**config.mk**
```make
export PLATFORM = sky130hd
export DESIGN_NAME = alu_run_controller
export DESIGN_NICKNAME = d
export VERILOG_FILES = /design/src/rtl/alu_run_controller_pkg.sv /design/src/rtl/alu_run_controller_edge.sv /design/src/rtl/alu_run_controller.sv
export SDC_FILE = /design/constraint.sdc
export NUM_CORES = 1
export LEC_CHECK = 0
export ABC_AREA = 1
export CAP_MARGIN = 5
export CORE_AREA = 2 2 57 59
export CTS_CLUSTER_SIZE = 14
export DETAILED_ROUTE_END_ITERATION = 16
export DIE_AREA = 0 0 59 61
export PLACE_DENSITY = 0.77
export SYNTH_ARGS = -nofsm -noshare
export SYNTH_HDL_FRONTEND = slang
export SYNTH_HIERARCHICAL = 1
export SYNTH_SLANG_ARGS = --single-unit
```
**constraint.sdc**
```tcl
create_clock -name Clock -period 1.82 [get_ports Clock]
set_clock_uncertainty 0.05 [all_clocks]
set_input_delay 0.182 -clock Clock [delete_from_list [all_inputs] [get_ports Clock]]
set_output_delay 0.182 -clock Clock [all_outputs]
set_load 0.01 [all_outputs]
```
**src/rtl/alu_run_controller_pkg.sv**
```systemverilog
// Shared run-controller state encodings, MiniAlu opcode constants and next-state rule.
// Pure definitions: no latency, no backpressure.
package alu_run_controller_pkg;

    typedef enum logic [1:0] {
        ST_IDLE = 2'd0,
        ST_RUN  = 2'd1,
        ST_HALT = 2'd2,
        ST_STEP = 2'd3
    } runState_t;

    localparam logic [3:0] OP_NOP = 4'h0;
    localparam logic [3:0] OP_ADD = 4'h1;
    localparam logic [3:0] OP_SUB = 4'h2;
    localparam logic [3:0] OP_AND = 4'h3;
    localparam logic [3:0] OP_OR  = 4'h4;
    localparam logic [3:0] OP_XOR = 4'h5;
    localparam logic [3:0] OP_JMP = 4'h6;
    localparam logic [3:0] OP_BEQ = 4'h7;

    // Everything the sequencer looks at in one cycle to choose its next state.
    typedef struct packed {
        logic run;
        logic halt;
        logic stepEdge;
        logic restart;
        logic breakMatch;
    } runCmd_t;

    function automatic runState_t nextRunState(input runState_t cur, input runCmd_t cmd);
        runState_t nxt;
        nxt = cur;
        unique case (cur)
            ST_IDLE: begin
                if (cmd.run)           nxt = ST_RUN;
                else if (cmd.stepEdge) nxt = ST_STEP;
            end
            ST_RUN: begin
                // Dropping run alone never stops the core; only halt or a breakpoint does.
                if (cmd.halt || cmd.breakMatch) nxt = ST_HALT;
            end
            ST_HALT: begin
                if (cmd.restart)                nxt = ST_IDLE;
                else if (cmd.run && !cmd.halt)  nxt = ST_RUN;
                else if (cmd.stepEdge)          nxt = ST_STEP;
            end
            ST_STEP: nxt = ST_HALT;
            default: nxt = ST_IDLE;
        endcase
        return nxt;
    endfunction

endpackage

```
**src/rtl/alu_run_controller_edge.sv**
```systemverilog
// Rising-edge detector: registers the input and emits a one-cycle pulse on 0->1.
// Pulse is combinational in the cycle the input first goes high; no backpressure.
module rising_edge_detect (
    input  logic Clock,
    input  logic Reset,
    input  logic iSig,
    output logic oEdge
);

    logic sigQ;

    always_ff @(posedge Clock) begin
        if (Reset) sigQ <= 1'b0;
        else       sigQ <= iSig;
    end

    assign oEdge = iSig & ~sigQ;

endmodule

```
**src/rtl/alu_run_controller.sv**
```systemverilog
// Run/halt/single-step sequencer gating MiniAlu enable/reset; optional breakpoint via ALU_RUN_CTRL_BREAKPOINT_EN.
// State changes one cycle after the request; oCoreEnable drops combinationally on a breakpoint hit.
// No backpressure: button/switch levels are sampled every cycle.
module alu_run_controller #(
    parameter int IP_WIDTH    = 16,
    parameter int COUNT_WIDTH = 16
) (
    input  logic                   Clock,
    input  logic                   Reset,
    input  logic                   iRun,
    input  logic                   iHalt,
    input  logic                   iStep,
    input  logic                   iRestart,
    input  logic [IP_WIDTH-1:0]    iIP,
    input  logic [IP_WIDTH-1:0]    iBreakAddr,
    output logic                   oCoreEnable,
    output logic                   oCoreReset,
    output logic [1:0]             oState,
    output logic [COUNT_WIDTH-1:0] oExecCount,
    output logic                   oBreakHit
);
    import alu_run_controller_pkg::*;

    runState_t               state;
    runState_t               nextState;
    runCmd_t                 cmd;
    logic                    stepEdge;
    logic                    breakMatch;
    logic                    coreResetQ;
    logic [COUNT_WIDTH-1:0]  execCount;

    rising_edge_detect uStepEdge (
        .Clock (Clock),
        .Reset (Reset),
        .iSig  (iStep),
        .oEdge (stepEdge)
    );

`ifdef ALU_RUN_CTRL_BREAKPOINT_EN
    logic resumeMask;
    logic breakHit;

    // Suppress the match for one cycle after leaving HALT so a resume from the
    // breakpoint address can execute that instruction.
    assign breakMatch = (state == ST_RUN) && (iIP == iBreakAddr) && !resumeMask;

    always_ff @(posedge Clock) begin
        if (Reset) begin
            resumeMask <= 1'b0;
            breakHit   <= 1'b0;
        end else begin
            resumeMask <= (state == ST_HALT) && (nextState == ST_RUN);
            if ((state == ST_HALT) && (nextState != ST_HALT))
                breakHit <= 1'b0;
            else if (breakMatch)
                breakHit <= 1'b1;
        end
    end

    assign oBreakHit = breakHit;
`else
    logic unusedBreakInputs;
    assign unusedBreakInputs = ^{iIP, iBreakAddr};
    assign breakMatch        = 1'b0;
    assign oBreakHit         = 1'b0;
`endif

    always_comb begin
        cmd            = '0;
        cmd.run        = iRun;
        cmd.halt       = iHalt;
        cmd.stepEdge   = stepEdge;
        cmd.restart    = iRestart;
        cmd.breakMatch = breakMatch;
        nextState      = nextRunState(state, cmd);
    end

    // STEP ignores breakpoints; breakMatch is only ever true in RUN.
    assign oCoreEnable = (state == ST_STEP) || ((state == ST_RUN) && !breakMatch);

    always_ff @(posedge Clock) begin
        if (Reset) begin
            state      <= ST_IDLE;
            coreResetQ <= 1'b1;
            execCount  <= '0;
        end else begin
            state      <= nextState;
            coreResetQ <= (nextState == ST_IDLE);
            // Clearing on entry keeps the count at zero for every cycle spent in IDLE.
            if (nextState == ST_IDLE)
                execCount <= '0;
            else if (oCoreEnable)
                execCount <= execCount + COUNT_WIDTH'(1);
        end
    end

    assign oCoreReset = coreResetQ;
    assign oState     = state;
    assign oExecCount = execCount;

endmodule

```
; After elaboration in Yosys (flattened, before gate mapping)
; Cells that the tools add are included.
[classes]
addsub = 1
eq_ne = 3
n_mux = 6
bitwise_logic = 2
reduce_logical = 6
[ops]
columns = op, count
row1 = $add 16x1->16 const B, 1
row2 = $mux 2, 5
row3 = $pmux 2 s4, 1
row4 = $eq 2x2->1 const B, 2
row5 = $logic_not 2->1, 2
row6 = $eq 2x1->1 const B, 1
row7 = $reduce_or 2->1, 1
row8 = $and 1x1->1, 1
row9 = $logic_and 1x1->1, 1
row10 = $logic_not 1->1, 1
row11 = $logic_or 1x1->1, 1
row12 = $not 1->1, 1
[totals]
regBits = 20
output_inout_bits = 21

; Logic depth before layout (Yosys ltp)
; Gate-level depths: netlist of run 1.
[logic_depth]
ltp_word = 8
ltp_mapped = 10

; By module
; Netlist of run 1, hierarchy kept.
[by_module_without_submodules]
columns = module, instances, cells_each, area_per_inst_um2, seq_area_each_um2
row1 = alu_run_controller, 1, 153, 1058.5, 380.4
row2 = rising_edge_detect, 1, 4, 31.3, 20.0

; Least setup slack after synthesis of run 1
; Ideal clock, no wire load.
[synth_timing]
path_kind = flip-flop to flip-flop
from = register execCount[0], in the netlist oExecCount[0]
to = register execCount[12], in the netlist oExecCount[12]
setup_time_ns = 0.113
arrival_ns = 1.236
required_ns = 1.657
setup_slack_ns = 0.421
stages_incl_launch_ff = 9
n_path_buf = 0
period_less_slack_ns = 1.399
path_cell_list = dfxtp_1 ha_1 nand3_4 nor2_4 nand2_4 nor2_4 nand3_1 nand2_1 nor2_1
[synth_between]
elab_chain_cells = 1
[synth_rtl]
columns = element, line_no
row1 = from (decl), alu_run_controller.sv:30  ; logic [COUNT_WIDTH-1:0] execCount;
row2 = from (signal assigned), alu_run_controller.sv:93  ; execCount <= execCount + COUNT_WIDTH'(1);
row3 = $add 16x1->16, alu_run_controller.sv:93
; Every way passes these cells.
; A chain may end at the register's enable or synchronous reset.

; Final worst setup path of run 1
[layout_timing]
from = register state[0], in the netlist oState[0]
to = output oState[0]
[layout_lines]
columns = element, line_no
row1 = from (decl), alu_run_controller.sv:24  ; runState_t state;
row2 = from (signal assigned), alu_run_controller.sv:87  ; state <= nextState;
row3 = to (decl), alu_run_controller.sv:18  ; output logic [1:0] oState,
; No word-level cell between the ends.

==> impl.org, run 1 <==
** Critical path
- Category of the worst setup path launch point :: flop
- Critical path required time :: 1.59 ns
- Of all nets on the critical path, the largest fanout is 11.
- The number of buffers and inverters on the critical path is 1.
- Type of destination of the critical path :: primary output
- The largest single stage delay on the critical path is 0.59 ns.
- Cell family contributing the most delay on the critical path :: buffers and inverters
- Worst setup path category :: reg2out
- Slowest cell on the critical path :: clkdlybuf4s50_1
- Walking the worst path, the cells encountered are clkdlybuf4s50_1.
- For the worst setup path, the data arrival time is 1.39 ns.

** Floorplanning
- The die is 61 um tall.
- Once the floorplan was initialized, standard cells occupied 36.91% of the core.
- Floorplan die area :: 3599 um^2
- Core region area :: 2953 um^2
- # IOs :: 59
- Die width :: 59 um
- Number of rows in the core area :: 20

** Power and ir drop
- Summed over all nets, the switching power comes to 229.0 uW.
- In this run, the clock network consumes 25.1% of the power.
- Of the total power, combinational logic draws 16.9%.
- Total power density per cell area :: 600.9 nW/um^2
- Lkg Pwr :: 0.6290 nW
- Across the VDD grid, the largest voltage drop is 0.0004788 V.
- Power share of the sequential group :: 58.0%
- Net switching is 27.57% of the power.
- Pwr Total :: 830.7 uW
- The internal power of the cells totals 601.7 uW.

** Finish
- Most common cell after layout, fill and taps aside :: nand2_1
- N_diodes :: 0
- Leaving out fill and tap cells, the most frequent cells in the layout are nand2_1, inv_1, clkdlybuf4s50_1, nor2_1, dfxtp_1.
- For this run, the post-layout net count is 223.
- Cells with a size suffix above 1 make up 10.99% of the layout.
- Fill cell total of the finished layout :: 294
- Synth-to-Final Area Change :: 26.87%

** Detailed routing
- For this block, the routed nets add up to 2.032 mm of wire.
- The pre-antenna-repair detailed-routing pass consisted of 4 iterations.
- For this block, the via count after detailed routing is 943.
- DR DRC count :: 0
- In the routed layout, each cell is associated on average with a via count of 4.386.
- Number of design-rule violations left by the first detailed-router iteration :: 11
- The detail route stage leaves a number of antenna-violating nets equal to 0.
- Average detailed-routed wire length per instance :: 9.451 um

** Logic synthesis
- The synthesized design devotes to its leading area cell type 36.74% of total area.
- The synthesized netlist occupies a cell area of 1090 um^2.
- After synthesis, the netlist uses 26 different library cells.
- Synthesized net count :: 196
- Dividing the synthesized area by the synthesized cell count gives 6.941 um^2.
- Synthesized flop and latch total :: 20
- Of the synthesized area, sequential elements account for 36.74%.
- Number of warning messages in the yosys log :: 6
- Cell count after synthesis :: 157
- The synthesized design spends more area on one cell type than any other, namely dfxtp_1.
- Yosys attributes the largest share of cell area to dfxtp_1, nand2_1, inv_1.

** STA
- Setup violations remaining at the end of the flow were counted as 0.
- RSZ-0062 raised after global routing :: no
- In the final timing run, aggregate negative setup slack is 0 ns.
- The worst path needs 1.624 ns of the cycle, external delays included.
- Fin crit share :: 89.21%
- Fmax achieved :: 615.9 MHz
- Final hold violations :: 0
- Final count of pins violating max slew :: 0

** Clock network
- Clock transition at path regs :: 0.10 ns
- CTS built an H-tree with a depth of 1.
- CTS placed an instance of clkbuf_4 at the clock tree root.
- Maximum buffer depth of the clock tree :: 2
- TritonCTS built the clock tree.
- Number of buffers added by the clock tree synthesis step :: 3
- Sink Count :: 20
- Clock Latency Late Sink :: 0.30 ns

** Global routing
- The number of global-route vias before repair was 861.
- Entering global routing, the biggest net connects 12 pins.
- The first global-routing pass estimated 3.553 mm of wire.
- Global routing consumed, over all layers together, 12.82% of the routing resources.
- Antenna violations before repair :: 0
- Global routing finished with a remaining overflow of 0.

** Placed design
- During placement, the flow inserted port buffers numbering 25.
- Detailed-placement wirelength estimate :: 1.562 mm
- Routability-driven placement finished with a final weighted congestion of 0.8198.

** Outcome
- The run finished with clean final reports.

** Min path
- Path class of the lowest-slack min-delay path :: in2reg

** Job
- Maxcap violations :: 0
==> power groups by stage <==
stage,logic [mW],registers (mW),clock network [mW]
floorplan,0.0904,0.487,0
detailed placement,0.143,0.492,0
global placement,0.141,0.492,0
global route,0.160,0.486,0.235
finish,0.141,0.482,0.209
CTS,0.144,0.483,0.212
==> area by class of cell <==
type,instances,area [um^2],share of cell area (%)
Tap cell,33,41.29,2.986
Multi-Input combinational cell,104,551.8,39.91
Inverter,30,115.1,8.326
Sequential cell,20,401.6,29.05
Timing Repair Buffer,25,250.2,18.10
Clock buffer,3,22.52,1.629
==> synth_stat cells (all sizes together) <==
master / n
nor3: 1
clkbuf: 1
nand3b: 2
ha: 1
xnor2: 3
dfxtp: 20
buf: 2
o21ai: 4
inv: 30
mux2i: 1
nor2: 29
nand4: 5
nand3: 8
xor2: 5
conb: 1
nand2: 44
==> path summary, 6_finish.rpt <==
check / endpoint / cells past startpoint / slack (ns) / from
setup / recovery: oState[0] / 1 / 0.20 / oState[0]
hold / removal: uStepEdge/sigQ / 3 / 0.38 / iStep
setup reg to reg: oExecCount[10] / 8 / 0.37 / oExecCount[0]
hold reg to reg: oExecCount[15] / 4 / 0.49 / oExecCount[15]
==> kinds of logic after synthesis <==
family | Yosys count | synth area share, %
compound gates | 4 | 1.836
flops | 20 | 36.74
xor+xnor | 8 | 6.430
other cells | 1 | 0.3441
fa+ha+maj | 1 | 1.148
simple gates | 89 | 39.95
buf+inv | 33 | 12.63
mux | 1 | 0.9185
==> stage by stage <==
step                setup WS, ns  utilization (%)  std cells  area (um^2)  hold slack (ns)
floorplan                 0.4211                -        157         1090           0.2044
global placement          0.2805            46.02        212         1359           0.4708
detailed placement        0.2330            46.02        212         1359           0.4839
CTS                       0.1747            46.82        215         1383           0.3757
global route              0.1289            46.82        215         1383           0.3887
finish                    0.1964            46.82        215         1383           0.3805
==> state kept, by name (all words and copies together), names as in the netlist <==
| name | flops |
|---|---|
| oExecCount | 16 |
| oCoreReset | 1 |
| oState | 2 |
| uStepEdge/sigQ | 1 |
==> what timing repair did <==
action	CTS	global route
hold buffers	0	0
endpoints found under the setup margin	2	0
buffers inserted	0	0
resized for setup	1	0
==> routing by layer <==
layer / routed length, um / global-route usage (%)
met2: 943 / 20.79
met5: 0 / 0
met3: 47 / 1.279
met1: 998 / 16.88
met4: 43 / 6.818
(Power assumes the default switching activity.)
==> inputs of run 2 (changes only) <==
- MAX_ROUTING_LAYER: unset -> met4
==> results of run 2 <==
Same layout as run 1: the final DEF is identical, and so are final timing and power.
Main changes from that run: final weighted congestion in routability-driven placement 0.8198 -> 0.8320; wire length of the first global-routing pass 3553 um -> 3546 um; overall routing resource usage 12.82% -> 13.23%
